File: config.mk
export PLATFORM = sky130hd
export DESIGN_NAME = stopwatch_ctrl
export DESIGN_NICKNAME = d
export VERILOG_FILES = /design/src/rtl/stopwatch_ctrl_pkg.sv /design/src/rtl/stopwatch_ctrl_btn_debounce.sv /design/src/rtl/stopwatch_ctrl.sv
export SDC_FILE = /design/constraint.sdc
export NUM_CORES = 1
export LEC_CHECK = 0
export BUFFER_PORTS_ARGS = -buffer_cell sky130_fd_sc_hd__clkbuf_2
export CORE_ASPECT_RATIO = 0.8
export CORE_UTILIZATION = 52
export DETAILED_ROUTE_END_ITERATION = 8
export PLACE_DENSITY_LB_ADDON = 0.3
export SLEW_MARGIN = 20
export SYNTH_ARGS = -nofsm -noshare
export SYNTH_HDL_FRONTEND = slang
export SYNTH_SLANG_ARGS = --single-unit
File: constraint.sdc
create_clock -name clk -period 2.2 [get_ports clk]
set_input_delay 0.44 -clock clk [delete_from_list [all_inputs] [get_ports clk]]
set_output_delay 0.44 -clock clk [all_outputs]
set_load 0.005 [all_outputs]
File: src/rtl/stopwatch_ctrl_pkg.sv
// Shared encodings and widths for the stopwatch control block.
package stopwatch_ctrl_pkg;

    // BCD count layout: mins / tens-of-seconds / seconds / tenths
    localparam int unsigned CNT_W     = 16;
    localparam int unsigned DIGIT_W   = 4;
    localparam int unsigned MIN_W     = 4;
    localparam int unsigned TENS_W    = 3;
    localparam int unsigned SEC_W     = 4;
    localparam int unsigned TENTH_W   = 4;

    // 9:59.9 is the last displayable value
    localparam logic [CNT_W-1:0] MAX_COUNT_DEFAULT = 16'h9599;

    typedef enum logic [1:0] {
        ST_IDLE = 2'd0,
        ST_RUN  = 2'd1,
        ST_LAP  = 2'd2,
        ST_STOP = 2'd3
    } sw_state_e;

    // States in which the counter datapath is allowed to advance
    function automatic logic is_counting(input sw_state_e s);
        return (s == ST_RUN) || (s == ST_LAP);
    endfunction

endpackage

File: src/rtl/stopwatch_ctrl_btn_debounce.sv
// Button conditioning: 2-flop synchronizer, level debouncer, rising-edge pulse.
module btn_debounce #(
    parameter int unsigned DEBOUNCE_CYCLES = 500000
) (
    input  logic clk_i,
    input  logic rst_i,
    input  logic btn_i,
    output logic press_o
);

    localparam int unsigned CNT_W = (DEBOUNCE_CYCLES > 1) ? $clog2(DEBOUNCE_CYCLES) : 1;
    localparam logic [CNT_W-1:0] LAST = CNT_W'(DEBOUNCE_CYCLES - 1);

    logic             sync0_q, sync1_q;
    logic             stable_q, stable_d;
    logic             press_q, press_d;
    logic [CNT_W-1:0] cnt_q, cnt_d;

    // Accept a new level only after it has been held for DEBOUNCE_CYCLES clocks
    always_comb begin
        stable_d = stable_q;
        cnt_d    = '0;
        if (sync1_q != stable_q) begin
            if (cnt_q == LAST) begin
                stable_d = sync1_q;
            end else begin
                cnt_d = cnt_q + 1'b1;
            end
        end
        press_d = stable_d & ~stable_q;
    end

    // Synchronizer, debounce state and registered press pulse
    always_ff @(posedge clk_i or posedge rst_i) begin
        if (rst_i) begin
            sync0_q  <= 1'b0;
            sync1_q  <= 1'b0;
            stable_q <= 1'b0;
            cnt_q    <= '0;
            press_q  <= 1'b0;
        end else begin
            sync0_q  <= btn_i;
            sync1_q  <= sync0_q;
            stable_q <= stable_d;
            cnt_q    <= cnt_d;
            press_q  <= press_d;
        end
    end

    assign press_o = press_q;

endmodule

File: src/rtl/stopwatch_ctrl.sv
// Stopwatch control FSM: start/stop and lap/reset buttons drive the counter
// datapath enable/clear and select what the display shows.
module stopwatch_ctrl
    import stopwatch_ctrl_pkg::*;
#(
    parameter int unsigned      DEBOUNCE_CYCLES = 500000,
    parameter logic [CNT_W-1:0] MAX_COUNT       = MAX_COUNT_DEFAULT
) (
    input  logic             clk,
    input  logic             reset,
    input  logic             btn_ss,
    input  logic             btn_lr,
    input  logic [CNT_W-1:0] cnt,
    output logic             go,
    output logic             clr,
    output logic [CNT_W-1:0] disp,
    output logic             lap_led,
    output logic [1:0]       state
);

    logic             ss_p, lr_p;
    logic             sat;
    sw_state_e        state_q, state_d;
    logic             clr_q, clr_d;
    logic [CNT_W-1:0] lap_q, lap_d;

    btn_debounce #(.DEBOUNCE_CYCLES(DEBOUNCE_CYCLES)) u_db_ss (
        .clk_i   (clk),
        .rst_i   (reset),
        .btn_i   (btn_ss),
        .press_o (ss_p)
    );

    btn_debounce #(.DEBOUNCE_CYCLES(DEBOUNCE_CYCLES)) u_db_lr (
        .clk_i   (clk),
        .rst_i   (reset),
        .btn_i   (btn_lr),
        .press_o (lr_p)
    );

    assign sat = (cnt == MAX_COUNT);

    // State, clear pulse and frozen lap value
    always_ff @(posedge clk or posedge reset) begin
        if (reset) begin
            state_q <= ST_IDLE;
            clr_q   <= 1'b0;
            lap_q   <= '0;
        end else begin
            state_q <= state_d;
            clr_q   <= clr_d;
            lap_q   <= lap_d;
        end
    end

    // Next state; start/stop beats lap/reset, saturation beats lap/reset
    always_comb begin
        state_d = state_q;
        clr_d   = 1'b0;
        lap_d   = lap_q;
        unique case (state_q)
            ST_IDLE: begin
                if (ss_p) state_d = ST_RUN;
            end
            ST_RUN: begin
                if (ss_p || sat) begin
                    state_d = ST_STOP;
                end else if (lr_p) begin
                    state_d = ST_LAP;
                    lap_d   = cnt;
                end
            end
            ST_LAP: begin
                if (ss_p || sat) begin
                    state_d = ST_STOP;
                end else if (lr_p) begin
                    state_d = ST_RUN;
                end
            end
            ST_STOP: begin
                if (ss_p) begin
                    state_d = ST_RUN;
                end else if (lr_p) begin
                    state_d = ST_IDLE;
                    clr_d   = 1'b1;
                end
            end
            default: state_d = ST_IDLE;
        endcase
    end

    // Outputs decoded from the registered state
    always_comb begin
        go      = is_counting(state_q) && !sat;
        clr     = clr_q;
        lap_led = (state_q == ST_LAP);
        disp    = (state_q == ST_LAP) ? lap_q : cnt;
        state   = 2'(state_q);
    end

endmodule

==> flow_metrics.py <==
metrics = {
    "drt": {
        "post_drt_wl_per_cell_um": 14.73,
        "via_per_inst": 5.508,
        "antenna_left": 0,
        "drt_iter0_drc": 96,
        "routed_wirelength_mm": 6.380,
        "num_vias": 2385,
        "drc": 0,
        "detail_route.first_pass.iterations": 4,
    },
    "synthesis": {
        "synth_cell_type_count": 42,
        "synth_flop_cell": "dfrtp_1",
        "synthMuxAreaShare_pct": 12.05,
        "async_flop_share_pct": 100.0,
        "synth_edf_count": 0,
        "ys_warn_count": 0,
        "synth_adder_area_share_pct": 2.686,
        "synthCells": 295,
        "synth-seq-cells": 65,
        "syn_area_per_cell_sq_um": 11.05,
        "yosys.area_share.simple_pct": 19.92,
        "synth-compound-area-share_pct": 6.332,
        "syn-num-nets": 322,
        "synth.cell_area_sq_um": 3261,
        "synth_top_family_by_area": "simple AND/OR/NAND/NOR gates",
        "synth-xor-area-share_pct": 6.715,
        "seq_area_frac_synth_pct": 49.88,
    },
    "power_and_ir_drop": {
        "power_density_nw_per_um2": 800.5,
        "peakVddDrop_mv": 0.5428,
        "p_leak_uw": 0.001769,
        "total_power_uw": 3133,
    },
    "floorplan": {
        "core_region_area_sq_um": 5974,
        "die_h_um": 72.83,
        "start_util_pct": 54.58,
        "pin_count": 41,
        "rows": 25,
        "die_x_um": 90.53,
        "dieArea_sq_um": 6593,
    },
    "worst_setup_path": {
        "crit_type": "reg2out",
        "r2r-start": "u_db_lr.cnt_q[9]$_DFF_PP0_",
        "cp.arrival_ps": 1690,
        "worstPathMaxFanout": 10,
        "slowest_stage": "dfrtp_2",
        "end_kind": "primary output",
        "worstPathRequired_ps": 1760,
        "max_stage_delay_ps": 450,
        "rrSetupSlack_ps": 140,
        "timing.rr.end": "u_db_lr.stable_q$_DFF_PP0_",
        "rr_worst_depth": 4,
        "path_cells": "inv_2 > ha_4 > clkbuf_16 > mux2_2 > clkbuf_2",
        "startpoint_type": "flop",
    },
    "cts": {
        "cts_buffer_depth": 2,
        "cts_tree": "done",
        "htreeDepth": 3,
        "ctsHoldBuffers": 0,
        "path_clk_slew_ps": 70,
        "cts_made_buffers": 9,
        "clock-sinks": 65,
        "insertion_delay_ps": 340,
        "clock-root-buffer": "clkbuf_8",
    },
    "finish": {
        "layout_commonest_cell": "dfrtp_1",
        "fin_area_sq_um": 3914,
        "final_cell_mix": "dfrtp_1 (64), clkbuf_2 (40), mux2_2 (34)",
        "area_growth_pct": 20.03,
        "n_fill_cell": 459,
        "instances_no_fill": 433,
        "n_antenna_cell": 0,
        "drive_above_1_share_pct": 30.97,
        "fin_nets": 375,
    },
    "place": {
        "routabilityCongestion": 0.8300,
        "dpl.hpwl_mm": 4.370,
        "dpl_cell_area_sq_um": 3631,
        "io_buffers": 40,
        "dp_cells": 415,
    },
    "min_path": {
        "hold_class": "in2async",
    },
    "timing": {
        "hold_violations": 0,
        "worstMarginPinSlew_ps": 482.9,
        "fin_crit_ps": 2129,
        "min_period_over_period_pct": 96.77,
        "skew_ps": 6.122,
        "rsz0062_at_grt": "no",
        "setup_tns_ps": 0,
        "slew_headroom_pct": 67.38,
        "timing.fmax_ghz": 0.4697,
        "drv_slew": 0,
        "setup_viol": 0,
        "hold_slack_ps": 93.98,
    },
    "grt": {
        "grt_pass1_vias": 2282,
        "track_usage_pct": 21.11,
        "grt_pass1_wl_mm": 10.66,
        "overflow": 0,
        "grt_max_degree": 45,
        "antenna_found_initial": 0,
    },
    "flow_run": {
        "cap_viol_max_count": 0,
    },
    "run_status": {
        "outcome": "finished clean",
    },
}
## worst max-delay path: cells and delay by family, from the launching register on
kind	cells	cell delay, ps
adders and majority gates	1	180
buffers and inverters	3	380
muxes	1	330
DFF	1	450
## report_power, final
group | switching (uW) | internal [uW]
combinational | 335 | 367
sequential | 48.4 | 1230
clock | 428 | 725
total | 811 | 2320
## timing repair
item                       in CTS  in global routing
resized for setup               3                  1
setup buffers                   0                  2
setup endpoints to repair      16                 16
gates cloned                    0                  1
## cells by family after synthesis
logic type,count (synthesis)
multiplexers,35
buffers and inverters,19
XOR/XNOR,25
flip-flops,65
AO/OA/AOI/OAI,30
AND/OR/NAND/NOR,114
adder cells (fa/ha/maj),7
## cell type report
cell class | count | area (sq um) | area share, %
inverter | 10 | 37.54 | 0.9591
multi-input combinational | 211 | 1568 | 40.06
sequential | 65 | 1628 | 41.59
timing repair buffer | 51 | 350.3 | 8.951
clock inverter | 2 | 60.06 | 1.535
clock buffer | 13 | 168.9 | 4.316
tap | 81 | 101.3 | 2.590
## layer usage
layer  vias to the layer above  GRT usage [%]  part of all wire (%)
li1                       1171              -                     -
met1                      1156          27.45                    48
met2                        47          33.42                    47
met3                        11          6.354                   4.3
met4                         0          8.602                   1.5
met5                         -              0                     0
## state kept, by name, summed over array words and instances (netlist names), 2 cells and up
signal         flops
lap_q             16
u_db_ss.cnt_q     19
u_db_lr.cnt_q     19
state              2
## synthesized netlist by cell type (2+ instances only)
cell type | n | area, sq um
o21ai_0 | 6 | 30.03
clkbuf_1 | 4 | 15.01
inv_1 | 10 | 37.54
nand2b_1 | 2 | 12.51
or4_1 | 8 | 60.06
mux2_2 | 34 | 382.9
xnor2_1 | 8 | 70.07
nor2_1 | 32 | 120.1
ha_1 | 7 | 87.58
buf_2 | 3 | 15.01
xor2_1 | 17 | 148.9
o31ai_1 | 5 | 37.54
and4_1 | 3 | 26.28
nand4bb_1 | 2 | 22.52
and2_1 | 2 | 12.51
or3_1 | 6 | 37.54
nor4b_1 | 2 | 17.52
and3b_1 | 2 | 17.52
dfrtp_1 | 65 | 1627
nand4_1 | 11 | 68.82
nor3_1 | 5 | 25.02
nor4_1 | 5 | 31.28
nor4bb_1 | 4 | 40.04
a21oi_1 | 13 | 65.06
nand2_1 | 13 | 48.80
nand3_1 | 10 | 50.05
## through the flow
step           worst slack [ps]  utilization [%]
2_1_floorplan             123.9                -
5_1_grt                   14.91            65.51
3_5_place_dp              168.9            60.77
4_1_cts                   22.42            64.67
6_report                  71.05            65.51
3_3_place_gp              232.0            60.77
## worst max-delay path by stage
stage,from,end,slack [ps],cells after the start
after floorplan,state[0]$_DFFE_PP0P_,disp[10],120,5
after global placement,u_db_lr.cnt_q[9]$_DFF_PP0_,u_db_lr.stable_q$_DFF_PP0_,230,4
after detailed placement,u_db_lr.cnt_q[9]$_DFF_PP0_,u_db_lr.stable_q$_DFF_PP0_,170,4
after CTS,state[0]$_DFFE_PP0P_,disp[5],20,5
after global routing,state[0]$_DFFE_PP0P_,disp[14],10,5
final,state[0]$_DFFE_PP0P_,disp[14],70,5
Power figures use the tool's default switching activity.
